===== src/rtl/mchan_pkg.sv =====
// Shared definitions for the transaction-queue consumers: queued-word field
// offsets for the default widths, opcode encoding and the issuer FSM states.
package mchan_pkg;

  localparam int DEF_EXT_ADD_WIDTH  = 32;
  localparam int DEF_TCDM_ADD_WIDTH = 32;
  localparam int DEF_LEN_WIDTH      = 16;
  localparam int DEF_SID_WIDTH      = 4;

  localparam int EXT_LSB  = 0;
  localparam int TCDM_LSB = EXT_LSB + DEF_EXT_ADD_WIDTH;
  localparam int LEN_LSB  = TCDM_LSB + DEF_TCDM_ADD_WIDTH;
  localparam int OPC_BIT  = LEN_LSB + DEF_LEN_WIDTH;
  localparam int SID_LSB  = OPC_BIT + 1;

  typedef enum logic {
    OPC_TX = 1'b0,
    OPC_RX = 1'b1
  } opc_t;

  typedef enum logic {
    ST_IDLE  = 1'b0,
    ST_ISSUE = 1'b1
  } issuer_state_t;

endpackage


===== src/rtl/trans_burst_calc.sv =====
// Burst sizing: bytes = min(remaining, max burst, room left in the current page);
// last is set when this burst drains the remaining count.
module trans_burst_calc #(
  parameter int REM_WIDTH       = 17,
  parameter int MAX_BURST_BYTES = 256,
  parameter int PAGE_LOG2       = 12,
  parameter int BYTES_WIDTH     = $clog2(MAX_BURST_BYTES) + 1
) (
  input  logic [PAGE_LOG2-1:0]   page_off_i,
  input  logic [REM_WIDTH-1:0]   rem_i,
  output logic [BYTES_WIDTH-1:0] bytes_o,
  output logic                   last_o
);

  localparam int CW = (REM_WIDTH > PAGE_LOG2 + 1) ? REM_WIDTH : PAGE_LOG2 + 1;

  logic [CW-1:0] room;
  logic [CW-1:0] rem_ext;
  logic [CW-1:0] max_ext;
  logic [CW-1:0] sel;

  always_comb begin
    // A zero page offset yields a full page of room, so the max burst governs.
    room    = CW'({1'b1, {PAGE_LOG2{1'b0}}}) - CW'(page_off_i);
    rem_ext = CW'(rem_i);
    max_ext = CW'(MAX_BURST_BYTES);
    sel     = rem_ext;
    if (max_ext < sel) sel = max_ext;
    if (room < sel)    sel = room;
    bytes_o = sel[BYTES_WIDTH-1:0];
    last_o  = (sel == rem_ext);
  end

endmodule


===== src/rtl/trans_burst_issuer.sv =====
// Pops queued transactions and splits them into page-safe bursts.
// Define TRANS_BURST_ISSUER_BACK2BACK_EN to accept the next transaction on the last burst handshake.
module trans_burst_issuer
  import mchan_pkg::*;
#(
  parameter int TCDM_ADD_WIDTH  = DEF_TCDM_ADD_WIDTH,
  parameter int EXT_ADD_WIDTH   = DEF_EXT_ADD_WIDTH,
  parameter int MCHAN_LEN_WIDTH = DEF_LEN_WIDTH,
  parameter int SID_WIDTH       = DEF_SID_WIDTH,
  parameter int TRANS_WIDTH     = EXT_ADD_WIDTH + TCDM_ADD_WIDTH + MCHAN_LEN_WIDTH + 1 + SID_WIDTH,
  parameter int MAX_BURST_BYTES = 256,
  parameter int PAGE_LOG2       = 12,
  parameter int BURST_LEN_WIDTH = $clog2(MAX_BURST_BYTES)
) (
  input  logic                       clk_i,
  input  logic                       rst_ni,
  input  logic                       req_i,
  output logic                       gnt_o,
  input  logic [TRANS_WIDTH-1:0]     dat_i,
  output logic                       burst_valid_o,
  input  logic                       burst_ready_i,
  output logic [EXT_ADD_WIDTH-1:0]   burst_ext_add_o,
  output logic [TCDM_ADD_WIDTH-1:0]  burst_tcdm_add_o,
  output logic [BURST_LEN_WIDTH-1:0] burst_len_o,
  output logic                       burst_opc_o,
  output logic [SID_WIDTH-1:0]       burst_sid_o,
  output logic                       burst_last_o,
  output logic                       busy_o
);

  localparam int REM_W   = MCHAN_LEN_WIDTH + 1;
  localparam int BYTES_W = BURST_LEN_WIDTH + 1;

  issuer_state_t             state_q, state_d;
  logic [EXT_ADD_WIDTH-1:0]  ext_q, ext_d;
  logic [TCDM_ADD_WIDTH-1:0] tcdm_q, tcdm_d;
  logic [REM_W-1:0]          rem_q, rem_d;
  opc_t                      opc_q, opc_d;
  logic [SID_WIDTH-1:0]      sid_q, sid_d;

  logic [BYTES_W-1:0] calc_bytes;
  logic               calc_last;
  logic               accept;

  trans_burst_calc #(
    .REM_WIDTH       (REM_W),
    .MAX_BURST_BYTES (MAX_BURST_BYTES),
    .PAGE_LOG2       (PAGE_LOG2),
    .BYTES_WIDTH     (BYTES_W)
  ) u_calc (
    .page_off_i (ext_q[PAGE_LOG2-1:0]),
    .rem_i      (rem_q),
    .bytes_o    (calc_bytes),
    .last_o     (calc_last)
  );

  always_ff @(posedge clk_i or negedge rst_ni) begin
    if (!rst_ni) begin
      state_q <= ST_IDLE;
      ext_q   <= '0;
      tcdm_q  <= '0;
      rem_q   <= '0;
      opc_q   <= OPC_TX;
      sid_q   <= '0;
    end else begin
      state_q <= state_d;
      ext_q   <= ext_d;
      tcdm_q  <= tcdm_d;
      rem_q   <= rem_d;
      opc_q   <= opc_d;
      sid_q   <= sid_d;
    end
  end

  assign accept = req_i && gnt_o;

  // Loading a new transaction takes priority over advancing the finished one.
  always_comb begin
    state_d = state_q;
    ext_d   = ext_q;
    tcdm_d  = tcdm_q;
    rem_d   = rem_q;
    opc_d   = opc_q;
    sid_d   = sid_q;
    if (state_q == ST_ISSUE && burst_ready_i) begin
      ext_d  = ext_q + EXT_ADD_WIDTH'(calc_bytes);
      tcdm_d = tcdm_q + TCDM_ADD_WIDTH'(calc_bytes);
      rem_d  = rem_q - REM_W'(calc_bytes);
      if (calc_last) state_d = ST_IDLE;
    end
    if (accept) begin
      ext_d   = dat_i[EXT_LSB +: EXT_ADD_WIDTH];
      tcdm_d  = dat_i[TCDM_LSB +: TCDM_ADD_WIDTH];
      rem_d   = REM_W'(dat_i[LEN_LSB +: MCHAN_LEN_WIDTH]) + REM_W'(1);
      opc_d   = opc_t'(dat_i[OPC_BIT]);
      sid_d   = dat_i[SID_LSB +: SID_WIDTH];
      state_d = ST_ISSUE;
    end
  end

  always_comb begin
    gnt_o         = 1'b0;
    burst_valid_o = 1'b0;
    burst_len_o   = '0;
    burst_last_o  = 1'b0;
    if (state_q == ST_IDLE) begin
      gnt_o = 1'b1;
    end else begin
      burst_valid_o = 1'b1;
      burst_len_o   = BURST_LEN_WIDTH'(calc_bytes - BYTES_W'(1));
      burst_last_o  = calc_last;
`ifdef TRANS_BURST_ISSUER_BACK2BACK_EN
      gnt_o         = calc_last && burst_ready_i;
`endif
    end
  end

  assign burst_ext_add_o  = ext_q;
  assign burst_tcdm_add_o = tcdm_q;
  assign burst_opc_o      = opc_q;
  assign burst_sid_o      = sid_q;
  assign busy_o           = (state_q == ST_ISSUE);

endmodule


===== config.mk =====
export PLATFORM = sky130hd
export DESIGN_NAME = trans_burst_issuer
export DESIGN_NICKNAME = d
export VERILOG_FILES = /design/src/rtl/mchan_pkg.sv /design/src/rtl/trans_burst_calc.sv /design/src/rtl/trans_burst_issuer.sv
export SDC_FILE = /design/constraint.sdc
export NUM_CORES = 1
export LEC_CHECK = 0
export BUFFER_PORTS_ARGS = -buffer_cell sky130_fd_sc_hd__buf_2
export CAP_MARGIN = 20
export CORE_ASPECT_RATIO = 0.8
export CORE_MARGIN = 2
export CORE_UTILIZATION = 30
export DETAILED_ROUTE_END_ITERATION = 6
export MAX_ROUTING_LAYER = met4
export PLACE_DENSITY_LB_ADDON = 0.25
export RECOVER_POWER = 100
export SLEW_MARGIN = 20
export SYNTH_ARGS = -nofsm -noshare
export SYNTH_HDL_FRONTEND = slang
export SYNTH_SLANG_ARGS = --single-unit
export TNS_END_PERCENT = 20

===== constraint.sdc =====
create_clock -name clk_i -period 9.9 [get_ports clk_i]
set_clock_uncertainty 0.15 [all_clocks]
set_input_delay 0 -clock clk_i [delete_from_list [all_inputs] [get_ports clk_i]]
set_output_delay 0 -clock clk_i [all_outputs]
set_load 0.005 [all_outputs]

== After elaboration in Yosys (flattened, before gate mapping) ==
Index checks and enable logic that the tools add are counted.
Operators by class
  add/subtract/negate cells: 6
  multiplexer cells: 15
  magnitude comparators: 2
  eq/ne operators: 1
  reduce and logical (&&, ||, !) cells: 5
Operators with widths (number)
  32-bit 2-to-1 mux: 4
  17-bit 2-to-1 mux: 4
  32-bit by 9-bit adder with 32-bit output: 2
  16-bit by 1-bit adder with 17-bit output (second input constant): 1
  17-bit == test: 1
  17-bit < comparator: 1
  9-bit by 17-bit < comparator with 1-bit output (first input constant): 1
  17-bit by 9-bit subtractor with 17-bit output: 1
  13-bit by 12-bit subtractor with 14-bit output (first input constant): 1
  8-bit 2-to-1 mux: 1
  8-bit by 1-bit subtractor with 8-bit output (second input constant): 1
  1-bit 2-to-1 mux: 6
  2-bit nonzero test: 2
  1-bit logical AND: 2
  2-bit AND reduction: 1
Word-level totals
  bits of input ports: 89
  register bits: 87
  word-level logic and storage cells: 35
  output and inout bits: 81

== Longest topological paths before layout ==
Gate-level depths: netlist (run 1).
  depth after elaboration: 8
  mapped depth: 26

== Cells and area by module ==
A second synthesis (run 1) with hierarchy kept.
Second synthesis, totals
  cell total of the unflattened synthesis: 842
  area, all modules: 6919.1 um^2
By module, submodules not included
  trans_burst_issuer: sequential area each 2177.1 um^2, times used 1, area each 5936.9 um^2, cells an instance 699
  trans_burst_calc: sequential area each 0.0 um^2, times used 1, area each 982.2 um^2, cells an instance 143

== Worst setup path before layout (run 1) ==
OpenSTA, ideal clock, no wires.
  path kind: reg2reg
  start point: reg ext_q[2], in the netlist burst_ext_add_o[2]
  end point: reg ext_q[10], in the netlist burst_ext_add_o[10]
  path buffers: 5
  data arrival time: 5.571 ns
  library setup time: 0.082 ns
  clock period less this slack: 5.803 ns
  slack: 4.097 ns
  stages on the path, launching flop included: 24
  path through: dfrtp_1 -> clkbuf_1 -> nor4_1 -> nand2_1 -> or4_1 -> xor2_1 -> ha_1 -> nand4_1 -> or3_1 -> a31o_1 -> buf_6 -> nand3_1 -> clkbuf_1 -> o21ai_0 -> ha_1 -> ha_1 -> or3_1 -> o221a_2 -> a211o_1 -> nand2_1 -> clkbuf_2 -> buf_2 -> o21ai_0 -> a31oi_1
Between the ends
  word-level cells in the longest chain between the ends: 6
RTL lines
  start: declaration: RTL line trans_burst_issuer.sv:35  | logic [EXT_ADD_WIDTH-1:0] ext_q, ext_d;
  start signal: assignment: RTL line trans_burst_issuer.sv:67  | ext_q <= ext_d;
  13-bit by 12-bit subtractor with 14-bit output: RTL line trans_burst_calc.sv:24  | room = CW'({1'b1, {PAGE_LOG2{1'b0}}}) - CW'(page_off_i);
  17-bit < comparator: RTL line trans_burst_calc.sv:29  | if (room < sel) sel = room;
  17-bit 2-to-1 mux: RTL line trans_burst_calc.sv:29
  32-bit by 9-bit adder with 32-bit output *: RTL line trans_burst_issuer.sv:86  | ext_d = ext_q + EXT_ADD_WIDTH'(calc_bytes);
  32-bit 2-to-1 mux *: RTL line trans_burst_issuer.sv:85  | if (state_q == ST_ISSUE && burst_ready_i) begin
  32-bit 2-to-1 mux *: RTL line trans_burst_issuer.sv:91  | if (accept) begin
Mark *: on every way between the ends. The rest lies on a longest branch, timed or not. The select of a mux whose other input is x is not followed.
A chain may end at the register's enable or synchronous reset.

== Worst setup path in the final report (run 1) ==
  start point: reg ext_q[4], in the netlist burst_ext_add_o[4]
  end point: reg ext_q[15], in the netlist burst_ext_add_o[15]
The elaborated chain is that of the path after synthesis.

==> flow_summary.json, run 1 <==
{
  "dp_hpwl_mm": 20.6,
  "critPathLaunchType": "register",
  "drt_wl_total_mm": 28.1,
  "drt.antenna.violating_nets": 0,
  "postSynthCellCount": 984,
  "path_cells": "nor4_1 -> nand2_1 -> or4_1 -> xor2_1 -> ha_1 -> nand4_1 -> inv_1 -> a22o_1 -> nor3_1 -> mux2i_1 -> ha_1 -> nor3_1 -> nor3_1 -> a31oi_1 -> or4_1 -> a31oi_1",
  "fin_crit_ns": 8.30,
  "synth-seq-area-share": 0.285,
  "nNetsFinal": 1327,
  "drtPass1Iterations": 5,
  "antenna_violations_before_repair": 0,
  "start_util": 0.304,
  "worstPathArrival_ns": 8.18,
  "worstSetupEndpointType": "register",
  "drc_errors": 0,
  "floorplan.die.width_um": 182,
  "fmax_ghz": 0.120,
  "synth_top_flop_cell": "dfrtp_1",
  "clk_path_buf_depth": 2,
  "cp_common_cell": "nor3_1",
  "postPlaceCellArea_um2": 8720,
  "clock-root-buffer": "clkbuf_16",
  "synth-async-reset-ratio": 1.00,
  "most_used_routing_layer": "met1",
  "antennaDiodeCount": 0,
  "violations": "capacitance limit, slew limit",
  "rrSetupSlack_ns": 1.60,
  "max_capacitance_violation_total": 7,
  "worst_r2r_endpoint": "burst_ext_add_o[15]",
  "worst_skew_pair.late_latency_ns": 0.36,
  "cellPowerDensity_nw_per_um2": 334,
  "synth-seq-cells": 87,
  "final-hold-violation-count": 0,
  "drt-initial-drc-count": 672,
  "floorplan.io_pins": 170,
  "syn_area_um2": 7640,
  "clock_tree_from_tritoncts": "built",
  "timing.setup.tns_ns": 0,
  "global_route.usage.total": 0.215,
  "path_type_of_the_worst_setup_path": "reg -> reg",
  "global_route.usage.met1": 0.319,
  "flow.area_growth_from_synthesis_pct": 28.4,
  "floorplan.rows": 52,
  "timing.critical_path.fanout_max": 24,
  "htreeDepth": 3,
  "post-route-period-util": 0.839,
  "grt_pass1_vias": 7843,
  "grtUsageMet2": 0.303,
  "cts_num_sinks": 87,
  "grt_setup_unrepaired": "no",
  "place.gp.congestion": 0.954,
  "avgViaCountPerCell": 5.55,
  "status": "complete, but fails checks",
  "setup.worst_path.start": "burst_ext_add_o[4]",
  "grt_start_max_net_pins": 97,
  "slew-limit-headroom": -1.78,
  "wl_per_cell_um": 18.3,
  "yosys.cell_types.count": 87,
  "max_stage_delay_ns": 1.44,
  "rr_worst_depth": 16,
  "cp_num_buf_inv": 1,
  "chip_height_um": 147,
  "stdcell_area_um2": 9810,
  "critPathSlowestCell": "nor3_1",
  "cp_required_ns": 9.77,
  "grt.overflow.total": 0,
  "cts.reportedPaths.clkPinSlew_ns": 0.07,
  "die-area_um2": 26800,
  "crit-reg2reg-launch": "burst_ext_add_o[4]",
  "port_buffers": 169,
  "timing.critical_path.to": "burst_ext_add_o[15]",
  "grt_pass1_wl_mm": 44.2,
  "finalSetupViolCount": 0,
  "inserted_clock_buffers": 9,
  "filler_cell_count": 2638,
  "final_max_slew_viol_count": 300,
  "postSynthAreaPerCell_um2": 7.77,
  "met3_usage": 0.0387,
  "tightestPinTransition_ns": 4.17,
  "max_ir_drop_vdd_uv": 116,
  "synth_edf_count": 0,
  "path_depth": 16,
  "yosys_warnings": 0,
  "total_leakage_power_uw": 0.00407,
  "path_category_of_the_worst_min_delay_check": "in -> reg",
  "core_region_area_um2": 25200,
  "cpLargestDelayFamily": "simple AND/OR/NAND/NOR gates",
  "final_layout_size_suffix_gt1_frac": 0.147,
  "vias": 8528
}
cells by family (layout without fill, tap and decap cells):
kind of cell	count (synthesis)	in the layout	share of synthesized area
flops	87	87	0.285
xor+xnor	45	45	0.0516
compound gates	281	281	0.257
buf+inv	98	323	0.0560
fa+ha+maj	36	36	0.0575
simple gates	430	430	0.285
other cells	1	4	0.000491
mux	6	6	0.00802
worst min-delay path, cell delays in order:
cell and delay, ns:
buf_2 0.12, inv_1 0.06, nor3_1 0.06, nand2_1 0.08
xnor2_1 0.06, nand2_1 0.05, o21ai_0 0.07
power by group:
part	internal, uW	total [uW]	switching, uW	leakage (uW)
sequential	480	704	224	0.00105
combinational	844	2170	1330	0.00285
clock	254	408	154	0.000164
registers in the layout, indices dropped and copies added (netlist names):
| signal | flops |
|---|---|
| burst_ext_add_o | 32 |
| burst_opc_o | 1 |
| burst_sid_o | 4 |
| burst_tcdm_add_o | 32 |
| busy_o | 1 |
| rem_q | 17 |
placed cells by master, fill, tap and decap left out, drive strengths merged, types with 34 or more instances in the layout:
cell type    Yosys  routed
clkbuf          39      50
buf             18     141
a31oi           68      68
o21ai           56      56
dlygate4sd3      0      88
nor2           121     121
or4             34      34
a21oi           34      34
nand2          106     106
o31ai           39      39
dfrtp           87      87
inv             40      40
nand3           48      48
through the flow:
stage               worst slack, ns  cells  utilization  power [uW]  hold slack, ns
floorplan                      4.10    987            -        2250          -0.446
global placement               2.78   1431        0.346        2900          -0.119
detailed placement             2.66   1431        0.346        2900          -0.103
CTS                            2.62   1535        0.395        3360          0.0203
global route                   1.04   1536        0.390        3570          0.0607
finish                         1.60   1536        0.390        3280          0.0311
layer usage:
metal / vias up / routed length [um]
met1: 4088 / 14000
met4: 0 / 379
li1: 4131 / -
met5: - / 0
met2: 287 / 11800
met3: 22 / 1910
area by class of cell:
cell class                      instances  area, um2  share of cell area
Tap cell                              324        405              0.0413
Timing Repair Buffer                  266       1750               0.178
Clock inverter                          3       90.1             0.00918
Sequential cell                        87       2180               0.222
Inverter                               41        154              0.0157
Multi-Input combinational cell        802       4990               0.508
Clock buffer                           13        250              0.0255
synth_stat cells, types with 3 or more instances:
| cell type | number | area (um2) |
|---|---|---|
| nor2_1 | 120 | 450 |
| nand2_1 | 106 | 398 |
| dfrtp_1 | 87 | 2180 |
| a31oi_1 | 64 | 400 |
| o21ai_0 | 50 | 250 |
| nand3_1 | 48 | 240 |
| inv_1 | 40 | 150 |
| o31ai_1 | 38 | 285 |
| clkbuf_1 | 37 | 139 |
| a21oi_1 | 33 | 165 |
| or4_1 | 33 | 248 |
| ha_1 | 31 | 388 |
| xnor2_1 | 31 | 272 |
| nor3_1 | 23 | 115 |
| and3_1 | 18 | 113 |
| or3_1 | 18 | 113 |
| xor2_1 | 14 | 123 |
| nand4_1 | 12 | 75.1 |
| nor4_1 | 11 | 68.8 |
| a211oi_1 | 7 | 52.6 |
| a22oi_1 | 7 | 52.6 |
| and2_1 | 7 | 43.8 |
| buf_2 | 7 | 35.0 |
| a21o_1 | 6 | 45.0 |
| a41oi_1 | 6 | 52.6 |
| o211ai_1 | 6 | 45.0 |
| o22ai_1 | 6 | 37.5 |
| buf_4 | 5 | 37.5 |
| mux2i_1 | 5 | 50.1 |
| o21ai_1 | 5 | 25.0 |
| or4b_1 | 5 | 50.1 |
| a21boi_0 | 4 | 30.0 |
| a31o_2 | 4 | 35.0 |
| buf_6 | 4 | 45.0 |
| maj3_1 | 4 | 40.0 |
| o21a_1 | 4 | 30.0 |
| o221ai_1 | 4 | 35.0 |
| or2_2 | 4 | 25.0 |
| a211o_1 | 3 | 26.3 |
| a311oi_1 | 3 | 26.3 |
| nand3b_1 | 3 | 22.5 |
| nor3b_1 | 3 | 22.5 |
how the worst min path moves through the flow:
stage,from,endpoint,cells after the start
after floorplan,rst_ni,burst_ext_add_o[0],0
after global routing,dat_i[69],rem_q[7],5
final,dat_i[75],rem_q[15],7
after CTS,dat_i[75],rem_q[15],7
after detailed placement,rst_ni,burst_opc_o,1
after global placement,rst_ni,burst_opc_o,1
timing repair:
action,in CTS,in global routing
buffers inserted,0,0
hold buffers,88,0
gates resized for setup,0,0
endpoints found under the hold margin,122,0
No activity file was read; power rests on OpenSTA's default activity.
==> inputs of run 2 (changes only) <==
- ABC_AREA: unset -> 1
- clock period: 9.9 -> 7.6 ns (I/O delays scaled with it)
==> flow_summary.json, run 2 <==
{
  "status": "complete, but fails checks",
  "violations": "capacitance limit, slew limit",
  "grt_pass1_vias": 9616,
  "layout_commonest_cell": "nand2_1",
  "final-hold-violation-count": 0,
  "fin_crit_ns": 5.96,
  "max_stage_delay_ns": 0.70,
  "path_category_of_the_worst_min_delay_check": "in -> reg",
  "cp_common_cell": "nand2_1",
  "drt.antenna.violating_nets": 0,
  "antenna_violations_before_repair": 0,
  "port_buffers": 169,
  "synth-seq-cells": 87,
  "core_region_area_um2": 28500,
  "synthTopCellsByCount": "nand2_1, nor2_1, inv_1",
  "synth_edf_count": 0,
  "die-area_um2": 30600,
  "cts-resized-gates": 0,
  "synth_top_flop_cell": "dfrtp_1",
  "clock-root-buffer": "clkbuf_16",
  "tightestPinTransition_ns": 3.50,
  "global_route.usage.met1": 0.321,
  "postSynthCellCount": 1475,
  "drtPass1Iterations": 5,
  "grt.overflow.total": 0,
  "floorplan.io_pins": 170,
  "met3_usage": 0.0381,
  "clk_path_buf_depth": 2,
  "postSynthAreaPerCell_um2": 5.93,
  "floorplan.rows": 55,
  "grtUsageMet2": 0.341,
  "cts.reportedPaths.clkPinSlew_ns": 0.07,
  "avgViaCountPerCell": 4.99,
  "drt_wl_total_mm": 33.7,
  "netlist.area_leader.share": 0.249,
  "highest_count_cells_in_the_layout_ignoring_fill_and_taps": "nand2_1, nor2_1, inv_1",
  "critPathLaunchType": "register",
  "floorplan.die.width_um": 195,
  "yosys_warnings": 0,
  "placement.setup.worst_slack_ns": 2.29,
  "worst_slack_ns": 1.64,
  "grt_start_max_net_pins": 70,
  "cp_required_ns": 7.70,
  "wl_per_cell_um": 16.2,
  "drt-initial-drc-count": 806,
  "vias": 10400,
  "start_util": 0.307,
  "worst_skew_pair.late_latency_ns": 0.37,
  "inserted_clock_buffers": 9,
  "grt_setup_unrepaired": "no",
  "post-route-period-util": 0.784,
  "antennaDiodeCount": 0,
  "worstSetupEndpointType": "register",
  "nNetsFinal": 1831,
  "max_capacitance_violation_total": 3,
  "drc_errors": 0,
  "yosys.cell_types.count": 54,
  "timing.setup.tns_ns": 0,
  "global_route.usage.total": 0.227,
  "synth.most_common_cell": "nand2_1",
  "total_leakage_power_uw": 0.00550,
  "max_ir_drop_vdd_uv": 172,
  "clock_tree_from_tritoncts": "built",
  "cellPowerDensity_nw_per_um2": 376,
  "place.gp.congestion": 0.975,
  "critPathSlowestCell": "o21ai_0",
  "synth_area_leader_cell": "dfrtp_1",
  "synth-async-reset-ratio": 1.00,
  "finalSetupViolCount": 0,
  "htreeDepth": 3,
  "grt_pass1_wl_mm": 53.1,
  "synth-seq-area-share": 0.249,
  "final_layout_size_suffix_gt1_frac": 0.107,
  "worstPathArrival_ns": 6.06,
  "synth.top_cells.by_area": "dfrtp_1, nand2_1, nand3_1, nor2_1, inv_1",
  "path_type_of_the_worst_setup_path": "reg -> reg",
  "syn_area_um2": 8750,
  "cts_num_sinks": 87,
  "dp_hpwl_mm": 25.7,
  "fmax_ghz": 0.168,
  "most_used_routing_layer": "met2",
  "timing.critical_path.fanout_max": 17,
  "final_max_slew_viol_count": 160,
  "chip_height_um": 157,
  "flow.area_growth_from_synthesis_pct": 25.0,
  "slew-limit-headroom": -1.34
}
## run 2: cell types whose count changed in the layout (fill, tap and decap cells not counted), sizes merged, moves of 21 or more
| cell | change |
|---|---|
| a31oi | -62 |
| inv | +149 |
| nand2 | +386 |
| nand3 | +126 |
| nand4 | +21 |
| nor2 | +80 |
| o31ai | -38 |
| or4 | -34 |
| xnor2 | -24 |
## run 2: cell type report
cell class                 count  area, um2
fill                        3155      17600
multi-input combinational   1161       5590
sequential                    87       2180
timing repair buffer         262       1690
inverter                     190        713
tap                          370        463
clock buffer                   9        225
clock inverter                 5       75.1
## run 2: kinds of logic (layout without fill, tap and decap cells)
group | count (synthesis) | in the layout | synth area share
simple gates | 966 | 966 | 0.494
buf+inv | 230 | 466 | 0.102
compound gates | 139 | 139 | 0.0894
flops | 87 | 87 | 0.249
fa+ha+maj | 31 | 31 | 0.0443
xor+xnor | 21 | 21 | 0.0210
other cells | 1 | 4 | 0.000429
## run 2: timing repair
action | CTS | global route
setup buffers | 0 | 0
hold buffers | 85 | 0
endpoints found under the hold margin | 114 | 0
## run 2: worst max-delay path, delay by kind of cell, from the launching register on
family | cells | cell delay [ns]
AND/OR/NAND/NOR | 17 | 2.79
AO/OA/AOI/OAI | 3 | 1.00
adder cells (fa/ha/maj) | 3 | 0.96
buffers and inverters | 4 | 0.53
flip-flops | 1 | 0.42
## run 2: final timing paths
kind	startpoint	endpoint	slack, ns	cells past startpoint
setup / recovery	burst_ext_add_o[0]	burst_tcdm_add_o[16]	1.64	27
setup reg to reg	burst_ext_add_o[0]	burst_tcdm_add_o[16]	1.64	27
hold reg to reg	burst_sid_o[0]	burst_sid_o[0]	0.33	2
min in group asynchronous	rst_ni	burst_sid_o[2]	0.68	2
max in group asynchronous	rst_ni	burst_tcdm_add_o[13]	2.69	3
hold / removal	burst_ready_i	burst_tcdm_add_o[9]	0.008	6
## run 2: stage by stage
| step | hold slack (ns) | cell area, um2 | total power [uW] | util | instances |
|---|---|---|---|---|---|
| 3_5_place_dp | -0.144 | 9970 | 3630 | 0.350 | 1985 |
| 5_1_grt | 0.0288 | 10900 | 4520 | 0.384 | 2084 |
| 3_3_place_gp | -0.150 | 9970 | 3620 | 0.350 | 1985 |
| 4_1_cts | 0.00269 | 11100 | 4170 | 0.390 | 2084 |
| 6_report | 0.00843 | 10900 | 4110 | 0.384 | 2084 |
| 2_1_floorplan | -0.446 | 8760 | 2750 | - | 1478 |
## run 2: power breakdown
group          internal (uW)  switching, uW  total [uW]
logic                    955           1900        2860
clock network            283            212         495
registers                584            175         760
total                   1820           2290        4110
## run 2: layer usage
layer	wire, um	vias to the layer above
met1	16700	4803
met2	14400	324
met4	422	0
met5	0	-
met3	2110	24
li1	-	5240
